$ cat config.mk
export PLATFORM = sky130hd
export DESIGN_NAME = mc_control_fsm
export DESIGN_NICKNAME = d
export VERILOG_FILES = /design/src/rtl/mc_control_fsm_pkg.sv /design/src/rtl/mc_control_fsm_alu_decoder.sv /design/src/rtl/mc_control_fsm.sv
export SDC_FILE = /design/constraint.sdc
export NUM_CORES = 1
export LEC_CHECK = 0
export CORE_MARGIN = 2
export CORE_UTILIZATION = 43
export DETAILED_ROUTE_END_ITERATION = 8
export GPL_TIMING_DRIVEN = 1
export MAX_ROUTING_LAYER = met4
export PLACE_DENSITY = 0.8
export SLEW_MARGIN = 20
export SYNTH_ARGS = -nofsm -noshare
export SYNTH_HDL_FRONTEND = slang
export SYNTH_SLANG_ARGS = --single-unit
$ cat constraint.sdc
create_clock -name clk -period 2.4 [get_ports clk]
set_clock_uncertainty 0.2 [all_clocks]
set_input_delay 0.48 -clock clk [delete_from_list [all_inputs] [get_ports clk]]
set_output_delay 0.48 -clock clk [all_outputs]
set_load 0.05 [all_outputs]
$ cat src/rtl/mc_control_fsm_pkg.sv
// Shared definitions for the multicycle MIPS main control.
// Holds the FSM state encoding, ALU operation codes, the ALU usage classes
// passed to the ALU decoder, the supported opcode/funct values and the
// datapath mux select codes. The ALU and datapath decode the same codes.
package mc_control_fsm_pkg;

  typedef enum logic [3:0] {
    S_FETCH  = 4'd0,
    S_DECODE = 4'd1,
    S_EXEC_R = 4'd2,
    S_WB_R   = 4'd3,
    S_EXEC_I = 4'd4,
    S_WB_I   = 4'd5,
    S_ADDR   = 4'd6,
    S_MEM_RD = 4'd7,
    S_WB_MEM = 4'd8,
    S_MEM_WR = 4'd9,
    S_BRANCH = 4'd10,
    S_JUMP   = 4'd11,
    S_HALT   = 4'd12,
    S_TRAP   = 4'd13
  } state_e;

  typedef enum logic [2:0] {
    ALU_ADD = 3'd0,
    ALU_SUB = 3'd1,
    ALU_SLT = 3'd2,
    ALU_SRL = 3'd3,
    ALU_SLL = 3'd4,
    ALU_OR  = 3'd5,
    ALU_AND = 3'd6,
    ALU_NOR = 3'd7
  } alu_op_e;

  // What the ALU is being used for in the current state
  typedef enum logic [1:0] {
    CLS_ADD   = 2'd0,
    CLS_SUB   = 2'd1,
    CLS_RTYPE = 2'd2,
    CLS_ITYPE = 2'd3
  } alu_class_e;

  localparam logic [5:0] OP_RTYPE = 6'h00;
  localparam logic [5:0] OP_J     = 6'h02;
  localparam logic [5:0] OP_BEQ   = 6'h04;
  localparam logic [5:0] OP_BNE   = 6'h05;
  localparam logic [5:0] OP_ADDI  = 6'h08;
  localparam logic [5:0] OP_ADDIU = 6'h09;
  localparam logic [5:0] OP_SLTI  = 6'h0A;
  localparam logic [5:0] OP_ANDI  = 6'h0C;
  localparam logic [5:0] OP_ORI   = 6'h0D;
  localparam logic [5:0] OP_LW    = 6'h23;
  localparam logic [5:0] OP_SW    = 6'h2B;

  localparam logic [5:0] FN_SLL  = 6'h00;
  localparam logic [5:0] FN_SRL  = 6'h02;
  localparam logic [5:0] FN_ADD  = 6'h20;
  localparam logic [5:0] FN_ADDU = 6'h21;
  localparam logic [5:0] FN_SUB  = 6'h22;
  localparam logic [5:0] FN_SUBU = 6'h23;
  localparam logic [5:0] FN_AND  = 6'h24;
  localparam logic [5:0] FN_OR   = 6'h25;
  localparam logic [5:0] FN_NOR  = 6'h27;
  localparam logic [5:0] FN_SLT  = 6'h2A;

  localparam logic [1:0] PC_SRC_ALU    = 2'd0;
  localparam logic [1:0] PC_SRC_ALUOUT = 2'd1;
  localparam logic [1:0] PC_SRC_JUMP   = 2'd2;

  localparam logic [1:0] SRC_A_PC    = 2'd0;
  localparam logic [1:0] SRC_A_RS    = 2'd1;
  localparam logic [1:0] SRC_A_SHAMT = 2'd2;

  localparam logic [1:0] SRC_B_RT     = 2'd0;
  localparam logic [1:0] SRC_B_FOUR   = 2'd1;
  localparam logic [1:0] SRC_B_IMM    = 2'd2;
  localparam logic [1:0] SRC_B_BRANCH = 2'd3;

  // Opcodes that take the register-immediate ALU path
  function automatic logic is_itype_op(input logic [5:0] op);
    return (op == OP_ADDI) || (op == OP_ADDIU) || (op == OP_SLTI) ||
           (op == OP_ANDI) || (op == OP_ORI);
  endfunction

endpackage

$ cat src/rtl/mc_control_fsm_alu_decoder.sv
// mc_alu_decoder: purely combinational ALU control decode.
// Ports:
//   opcode    in  6  instruction opcode
//   funct     in  6  instruction funct field (R-type)
//   alu_class in  2  how the ALU is used this state (alu_class_e)
//   alu_ctrl  out 3  ALU operation (alu_op_e)
//   ext_zero  out 1  zero-extend the immediate (andi/ori)
//   shift_sel out 1  R-type shift: shamt on operand A
//   funct_ok  out 1  funct is supported (only meaningful for R-type)
module mc_alu_decoder (
  input  logic [5:0] opcode,
  input  logic [5:0] funct,
  input  logic [1:0] alu_class,
  output logic [2:0] alu_ctrl,
  output logic       ext_zero,
  output logic       shift_sel,
  output logic       funct_ok
);
  import mc_control_fsm_pkg::*;

  always_comb begin
    alu_ctrl  = ALU_ADD;
    ext_zero  = 1'b0;
    shift_sel = 1'b0;
    funct_ok  = 1'b1;
    case (alu_class)
      CLS_SUB: alu_ctrl = ALU_SUB;
      CLS_RTYPE: begin
        case (funct)
          FN_ADD, FN_ADDU: alu_ctrl = ALU_ADD;
          FN_SUB, FN_SUBU: alu_ctrl = ALU_SUB;
          FN_AND:          alu_ctrl = ALU_AND;
          FN_OR:           alu_ctrl = ALU_OR;
          FN_NOR:          alu_ctrl = ALU_NOR;
          FN_SLT:          alu_ctrl = ALU_SLT;
          // The ALU shifts operand B by operand A, so shamt rides on A
          FN_SLL: begin
            alu_ctrl  = ALU_SLL;
            shift_sel = 1'b1;
          end
          FN_SRL: begin
            alu_ctrl  = ALU_SRL;
            shift_sel = 1'b1;
          end
          default: funct_ok = 1'b0;
        endcase
      end
      CLS_ITYPE: begin
        case (opcode)
          OP_SLTI: alu_ctrl = ALU_SLT;
          OP_ANDI: begin
            alu_ctrl = ALU_AND;
            ext_zero = 1'b1;
          end
          OP_ORI: begin
            alu_ctrl = ALU_OR;
            ext_zero = 1'b1;
          end
          default: alu_ctrl = ALU_ADD;
        endcase
      end
      default: alu_ctrl = ALU_ADD;
    endcase
  end

endmodule

$ cat src/rtl/mc_control_fsm.sv
// mc_control_fsm: multicycle MIPS main control (Moore FSM).
// Sequences the shared ALU, memory port, IR, PC and register file through
// FETCH/DECODE/EXEC/MEM/WB, stalls on mem_ready, traps on unsupported
// opcodes/functs and parks in HALT on HALT_OP.
// Ports:
//   clk, rst_n           clock (rising edge), async active-low reset
//   opcode, funct        IR fields, stable from DECODE on
//   zero                 ALU zero flag (BRANCH only)
//   mem_ready            memory access completes this cycle
//   pc_en, pc_src        PC load enable and source select
//   iord, mem_read, mem_write  memory address select and requests
//   ir_write             IR load
//   reg_dst, mem_to_reg, reg_write  register file write controls
//   alu_src_a, alu_src_b, ext_zero, alu_ctrl  ALU operand/op controls
//   state                current state (debug)
//   illegal              sticky, set when TRAP is entered
module mc_control_fsm #(
  parameter logic [5:0] HALT_OP = 6'h3F
) (
  input  logic       clk,
  input  logic       rst_n,
  input  logic [5:0] opcode,
  input  logic [5:0] funct,
  input  logic       zero,
  input  logic       mem_ready,
  output logic       pc_en,
  output logic [1:0] pc_src,
  output logic       iord,
  output logic       mem_read,
  output logic       mem_write,
  output logic       ir_write,
  output logic       reg_dst,
  output logic       mem_to_reg,
  output logic       reg_write,
  output logic [1:0] alu_src_a,
  output logic [1:0] alu_src_b,
  output logic       ext_zero,
  output logic [2:0] alu_ctrl,
  output logic [3:0] state,
  output logic       illegal
);
  import mc_control_fsm_pkg::*;

  state_e     r_state;
  state_e     w_next;
  logic       r_illegal;
  alu_class_e w_class;
  logic [2:0] w_alu_ctrl;
  logic       w_ext_zero;
  logic       w_shift_sel;
  logic       w_funct_ok;

  mc_alu_decoder u_alu_dec (
    .opcode    (opcode),
    .funct     (funct),
    .alu_class (w_class),
    .alu_ctrl  (w_alu_ctrl),
    .ext_zero  (w_ext_zero),
    .shift_sel (w_shift_sel),
    .funct_ok  (w_funct_ok)
  );

  // ALU class depends on state alone, kept apart from the main decode so
  // the decoder feedback does not form a combinational loop
  always_comb begin
    case (r_state)
      S_EXEC_R: w_class = CLS_RTYPE;
      S_EXEC_I: w_class = CLS_ITYPE;
      S_BRANCH: w_class = CLS_SUB;
      default:  w_class = CLS_ADD;
    endcase
  end

  always_ff @(posedge clk or negedge rst_n) begin
    if (!rst_n) begin
      r_state   <= S_FETCH;
      r_illegal <= 1'b0;
    end else begin
      r_state <= w_next;
      if (w_next == S_TRAP) r_illegal <= 1'b1;
    end
  end

  always_comb begin
    w_next     = r_state;
    pc_en      = 1'b0;
    pc_src     = PC_SRC_ALU;
    iord       = 1'b0;
    mem_read   = 1'b0;
    mem_write  = 1'b0;
    ir_write   = 1'b0;
    reg_dst    = 1'b0;
    mem_to_reg = 1'b0;
    reg_write  = 1'b0;
    alu_src_a  = SRC_A_PC;
    alu_src_b  = SRC_B_RT;
    alu_ctrl   = w_alu_ctrl;
    ext_zero   = w_ext_zero;
    case (r_state)
      S_FETCH: begin
        mem_read  = 1'b1;
        alu_src_b = SRC_B_FOUR;
        if (mem_ready) begin
          ir_write = 1'b1;
          pc_en    = 1'b1;
          w_next   = S_DECODE;
        end
      end
      S_DECODE: begin
        alu_src_b = SRC_B_BRANCH;
        case (opcode)
          OP_RTYPE:       w_next = S_EXEC_R;
          OP_LW, OP_SW:   w_next = S_ADDR;
          OP_BEQ, OP_BNE: w_next = S_BRANCH;
          OP_J:           w_next = S_JUMP;
          // A HALT_OP equal to a supported opcode is shadowed by it
          default: begin
            if (is_itype_op(opcode))    w_next = S_EXEC_I;
            else if (opcode == HALT_OP) w_next = S_HALT;
            else                        w_next = S_TRAP;
          end
        endcase
      end
      S_EXEC_R: begin
        alu_src_a = w_shift_sel ? SRC_A_SHAMT : SRC_A_RS;
        w_next    = w_funct_ok ? S_WB_R : S_TRAP;
      end
      S_WB_R: begin
        reg_dst   = 1'b1;
        reg_write = 1'b1;
        w_next    = S_FETCH;
      end
      S_EXEC_I: begin
        alu_src_a = SRC_A_RS;
        alu_src_b = SRC_B_IMM;
        w_next    = S_WB_I;
      end
      S_WB_I: begin
        reg_write = 1'b1;
        w_next    = S_FETCH;
      end
      S_ADDR: begin
        alu_src_a = SRC_A_RS;
        alu_src_b = SRC_B_IMM;
        w_next    = (opcode == OP_LW) ? S_MEM_RD : S_MEM_WR;
      end
      S_MEM_RD: begin
        iord     = 1'b1;
        mem_read = 1'b1;
        if (mem_ready) w_next = S_WB_MEM;
      end
      S_WB_MEM: begin
        mem_to_reg = 1'b1;
        reg_write  = 1'b1;
        w_next     = S_FETCH;
      end
      S_MEM_WR: begin
        iord      = 1'b1;
        mem_write = 1'b1;
        if (mem_ready) w_next = S_FETCH;
      end
      S_BRANCH: begin
        alu_src_a = SRC_A_RS;
        pc_src    = PC_SRC_ALUOUT;
        pc_en     = (opcode == OP_BEQ) ? zero : !zero;
        w_next    = S_FETCH;
      end
      S_JUMP: begin
        pc_src = PC_SRC_JUMP;
        pc_en  = 1'b1;
        w_next = S_FETCH;
      end
      S_HALT, S_TRAP: w_next = r_state;
      default: w_next = S_FETCH;
    endcase
    // While reset is held every strobe and select is forced low, so an
    // access in flight is dropped without waiting for a clock edge
    if (!rst_n) begin
      pc_en      = 1'b0;
      pc_src     = PC_SRC_ALU;
      iord       = 1'b0;
      mem_read   = 1'b0;
      mem_write  = 1'b0;
      ir_write   = 1'b0;
      reg_dst    = 1'b0;
      mem_to_reg = 1'b0;
      reg_write  = 1'b0;
      alu_src_a  = SRC_A_PC;
      alu_src_b  = SRC_B_RT;
      alu_ctrl   = ALU_ADD;
      ext_zero   = 1'b0;
    end
  end

  assign state   = r_state;
  assign illegal = r_illegal;

endmodule

; Word level (Yosys, flattened, before mapping)
; Index checks and enable logic that the tools add are counted.
[totals]
regBits = 5
out_inout_bits = 23
[classes]
n_eq_ne = 37
muxes = 46
n_reduce_logical = 20
[op_table]
columns = op, count
row1 = == test 6 bit (second input constant), 11
row2 = one-hot mux 4 bit (8 select lines), 1
row3 = == test 6 x 4 -> 1 bit (second input constant), 5
row4 = == test 4 bit (second input constant), 7
row5 = 2-to-1 mux 1 bit, 25
row6 = 2-to-1 mux 4 bit, 6
row7 = one-hot mux 3 bit (7 select lines), 1
row8 = one-hot mux 3 bit (3 select lines), 2
row9 = OR reduction 2 bit, 9
row10 = == test 4 x 3 -> 1 bit (second input constant), 4
row11 = one-hot mux 4 bit (4 select lines), 1
row12 = == test 6 x 2 -> 1 bit (second input constant), 2
row13 = == test 6 x 3 -> 1 bit (second input constant), 2
row14 = zero test 6 bit, 2
row15 = one-hot mux 2 bit (3 select lines), 2
row16 = OR reduction 10 bit, 1
row17 = == test 4 x 2 -> 1 bit (second input constant), 2
row18 = 2-to-1 mux 2 bit, 4
row19 = one-hot mux 2 bit (2 select lines), 2
row20 = OR reduction 3 bit, 2
row21 = == test 2 bit (second input constant), 2
row22 = == test 4 x 1 -> 1 bit (second input constant), 1
row23 = zero test 4 bit, 1
row24 = logical OR 1 bit, 4
row25 = 4 further kinds, 4

; Longest topological paths before layout
[logic_depth]
depth_word = 9
mapped_depth = 6
mapped_depth_nobuf = 5

; Hierarchy
; Synthesis repeated with hierarchy kept, for this count alone.
[hier_totals]
hier_cells = 145
area_unflattened_um2 = 922.1
[by_module_without_submodules]
columns = mod, n_inst, cells_per_inst, area_per_inst_um2, seq_area_each_um2
row1 = mc_control_fsm, 1, 108, 699.4, 125.1
row2 = mc_alu_decoder, 1, 37, 222.7, 0.0

; Worst setup path after synthesis
; Ideal clock, no wire load.
[synth_path]
kind = reg-to-output
from = reg r_state[1] (netlist: state[1])
to = out alu_src_a[0]
arrival_ps = 3681
t_required_ps = 1720
path_slack_ps = -1961
path_stages_with_launch = 5
cell_sequence = dfrtp_1 buf_6 clkbuf_1 a21oi_1 a2111oi_0
[synth_via]
elab_chain_len = 7
elab_cells_between_ends = 11
[synth_rtl]
columns = item, line
row1 = start: declaration, mc_control_fsm.sv:44  ; state_e r_state;
row2 = start signal: assignment, mc_control_fsm.sv:79  ; r_state <= w_next;
row3 = "== test 4 bit, or another cell as far along", "mc_control_fsm.sv:66, mc_control_fsm.sv:99"
row4 = one-hot mux 2 bit (3 select lines), mc_control_fsm.sv:66  ; case (r_state)
row5 = == test 2 bit, mc_control_fsm_alu_decoder.sv:26  ; case (alu_class)
row6 = 2-to-1 mux 1 bit, mc_control_fsm_alu_decoder.sv:26
row7 = 2-to-1 mux 2 bit, mc_control_fsm.sv:125  ; alu_src_a = w_shift_sel ? SRC_A_SHAMT : SRC_A_RS;
row8 = one-hot mux 2 bit (2 select lines) (*), mc_control_fsm.sv:99  ; case (r_state)
row9 = 2-to-1 mux 2 bit (*), mc_control_fsm.sv:178  ; if (!rst_n) begin
row10 = end: declaration, mc_control_fsm.sv:35  ; output logic [1:0] alu_src_a,
; Every way passes the cells marked *; elsewhere a longest branch is shown, timed or not.

; Worst setup path after layout
[layout_path]
from = in opcode[1]
to = out pc_en
[layout_via]
elab_chain_len = 4
[layout_rtl]
columns = item, line
row1 = start: declaration, mc_control_fsm.sv:22  ; input logic [5:0] opcode,
row2 = == test 6 x 3 -> 1 bit, mc_control_fsm.sv:165  ; pc_en = (opcode == OP_BEQ) ? zero : !zero;
row3 = 2-to-1 mux 1 bit, mc_control_fsm.sv:165
row4 = one-hot mux 1 bit (3 select lines), mc_control_fsm.sv:99
row5 = 2-to-1 mux 1 bit, mc_control_fsm.sv:178
row6 = end: declaration, mc_control_fsm.sv:26  ; output logic pc_en,
; No other way between the ends.

==> reports/results.md <==
| Step | Parameter | Reported |
|---|---|---|
| outcome | Status | finished with violations |
| outcome | Failing checks | setup timing |
| critical path | Worst Path Required | 1720 ps |
| finish | Register Area | 130 µm² |
| place | Dpl cells | 225 |
| place | Worst setup slack before clock tree synthesis | -593 ps |
| min path | Worst hold-check path type | flop to flop |
| critical path | Logic depth of the worst register-to-register path | 7 |
| clock network | Deepest level of the CTS H-tree | 1 |
| sta | Final period utilization | 111% |
| finish | Fraction of final layout cells with drive strength greater than 1 | 53.8% |
| logic synthesis | Register bit total from synthesis | 5 |
| finish | Area growth from synthesis to layout | 106% |
| global route | Global-route wire length before repair | 6.29 mm |
| global route | Via count of the first global-routing pass | 1379 |
| critical path | Worst-path maximum fanout | 2 |
| critical path | Data arrival time of the critical path | 1980 ps |
| power and ir drop | Pleak | 0.778 nW |
| clock network | Clock latency of the later-clocked register in the worst-skew pair | 230 ps |
| power and ir drop | Maximum resistive drop on vdd | 0.877 mV |
| clock network | Sink Count | 5 |
| finish | NumNets Final | 225 |
| logic synthesis | Synth warnings | 0 |
| global route | Remaining global-route overflow | 0 |
| floorplanning | Die Span Y | 51.4 µm |
| floorplanning | Chip Width | 51.4 µm |
| logic synthesis | Async set-or-reset flop fraction in the synthesized netlist | 100% |
| finish | Fin cells | 236 |
| sta | TNS Setup | -1020 ps |
| logic synthesis | Syn avg cell area | 6.95 µm² |
| detailed routing | Iteration count of the initial detailed-routing pass | 4 |
| global route | Global-route total usage across every layer | 31.3% |
| critical path | Launch point of the critical path | opcode[1] |
| critical path | Source of the worst register-to-register timing path | state[3] |
| logic synthesis | Synth Net Count | 155 |
| finish | Layout filler cell count | 87 |
| critical path | Kind of cell with the highest combined delay on the critical path | simple AND/OR/NAND/NOR gates |
| floorplanning | Core Area | 2170 µm² |
| floorplanning | Number of cell rows | 17 |
| place | Post-DP HPWL | 2.94 mm |
| detailed routing | Ratio of routed vias to standard cells | 6.00 |
| detailed routing | Residual antenna-violating net count after detailed routing | 0 |
| floorplanning | Starting density of the core | 44.5% |
| detailed routing | DRC marker count from the first detailed-route iteration | 56 |
| critical path | CP Capture Point | pc_en |
| clock network | CTS buffer count | 3 |
| place | I/O Buffers | 38 |
| critical path | Worst path slowest cell | or4b_4 |
| sta | Slew at the pin with the worst max-slew slack | 507 ps |
| clock network | TritonCTS clock tree | built |
| clock network | Number of hold buffers added after cts | 0 |
| logic synthesis | Combined area of all synthesized cells | 966 µm² |
| sta | Final critical path time including I/O delays and setup | 2660 ps |
| clock network | CTS clk-pin slew, worst paths | 40 ps |
| logic synthesis | Most common flop cell mapped by yosys | dfrtp_1 |
| critical path | Depth of the critical timing path with buffers and inverters included | 7 |
| place | Gpl congestion | 0.829 |
| detailed routing | Number of vias after detailed routing | 1417 |
| sta | Max Fclk | 376 MHz |
| sta | Hold Vio Cnt, Final | 0 |
| detailed routing | Drt wl/cell | 16.9 µm |
| critical path | R2R Path End | illegal |
| clock network | Cell at the root of the clock tree | clkbuf_4 |
| global route | Largest net degree at the start of global routing | 25 |
| power and ir drop | Overall power after layout | 1.78 mW |
| logic synthesis | Number of flops mapped to enable cells by yosys | 0 |
| critical path | Type of origin of the critical path | input port |
| sta | Max-Slew Margin vs Limit | 66.1% |
| sta | Final setup vio count | 5 |
| min path | Number of cells on the worst hold path | 1 |
| sta | Min setup slack post-route | -259 ps |
| sta | Unrepaired setup endpoints after global routing | yes |
| job | Max cap viols | 0 |
| floorplanning | Top-Level Pins | 39 |
| logic synthesis | Number of library cell types mapped by synthesis | 53 |
| floorplanning | Die Area | 2640 µm² |
| finish | Fraction of the core area covered by cells at the end of the flow | 91.8% |
| power and ir drop | Pwr per Cell Area | 893 nW/µm² |
| logic synthesis | Number of cells produced by synthesis | 139 |
| global route | Number of antenna violations at the first check in global routing | 0 |
| detailed routing | Final wirelength | 3.99 mm |
| finish | # diodes | 0 |
| detailed routing | Remaining design rule violation count | 0 |
| critical path | Kind of critical path | input port to output port |
| clock network | CTS max path bufs | 2 |
| critical path | Biggest cell delay along the critical path | 550 ps |
| sta | Max Slew Vio Count | 0 |
| logic synthesis | Fraction of the yosys area taken by sequential cells | 13.0% |
| critical path | Buf/Inv on CP | 2 |
| critical path | Critical Path End Type | output port |
| finish | Area of the multi-input gates | 933 µm² |
| critical path | Reg-to-reg slack, setup | 220 ps |
| critical path | Cell Chain, Critical Path | buf_6, or4b_4, nor3_4, xnor2_1, o211ai_1, a211oi_4, buf_12 |
-- through the flow --
step / cell area, µm² / hold slack (ps)
detailed placement: 1880 / 263
global route: 1990 / 307
finish: 1990 / 278
floorplan: 1140 / -15.6
CTS: 1940 / 278
global placement: 1880 / 260
-- layer usage --
layer | routed length, µm | GRT usage [%]
met4 | 48 | 5.26
met5 | 0 | -
met1 | 1650 | 39.8
met2 | 2050 | 53.6
met3 | 245 | 4.09
-- registers in the layout, indices dropped and copies added (netlist names) --
register  count
illegal       1
state         4
-- cells in the mapped netlist (all sizes together), types with 3 or more instances --
| cell type | count | area share (%) |
|---|---|---|
| xnor2 | 3 | 2.7 |
| nor2 | 22 | 8.5 |
| or2b | 3 | 2.7 |
| clkbuf | 4 | 1.7 |
| nand3 | 7 | 3.6 |
| or3 | 3 | 1.9 |
| nor3 | 9 | 4.7 |
| nand2b | 4 | 3.4 |
| o31ai | 3 | 2.3 |
| nand2 | 11 | 4.3 |
| a211oi | 3 | 2.3 |
| o21ai | 3 | 1.6 |
| buf | 8 | 8.3 |
| a31oi | 3 | 1.9 |
| a21oi | 7 | 3.6 |
| dfrtp | 5 | 13 |
| inv | 4 | 1.6 |
-- power breakdown --
part,switching (mW),internal (mW)
Sequential,0.0504,0.126
Combinational,0.864,0.643
Clock,0.0313,0.0627
Total,0.945,0.832
-- layout make-up --
class	instances	area share [%]
sequential	5	6.54
clock buffer	4	1.32
multi-input combinational	118	46.9
inverter	4	0.754
tap	28	1.76
timing repair buffer	77	42.7
-- worst min-delay path by stage --
stage          startpoint  slack (ps)       to
5_1_grt           illegal         310  illegal
3_3_place_gp      illegal         260  illegal
3_5_place_dp      illegal         260  illegal
4_1_cts           illegal         280  illegal
6_report          illegal         280  illegal
2_1_floorplan       rst_n         -20  illegal
-- placed cells by master, fill, tap and decap left out, drive strengths merged, types with 5 or more instances in the layout --
master / n
buf: 65
nor2: 22
nand2: 11
nor3: 9
dlygate4sd2: 7
nand3: 7
a21oi: 7
dfrtp: 5
clkbuf: 5
-- kinds of logic after synthesis --
logic type / synth area share (%)
buffers and inverters: 11.5
xor gates and xnor gates: 2.72
and+or+nand+nor: 40.0
AOI/OAI and AO/OA: 29.5
DFF: 13.0
muxes: 3.24
-- worst reg2reg max path, cell delays in order, from the launching register on --
cell      delay, ps
dfrtp_2         440
buf_4           150
buf_4           140
nor2_1          300
nand2b_4         70
a221oi_1        390
a221o_1         280
a31o_1          140
-- what timing repair did --
item,CTS,global route
pin swaps,7,6
setup endpoints to repair,15,10
gates resized for setup,31,10
gates cloned,0,0
setup buffers,3,4
Note: power is estimated with default switching activity, not from simulation.
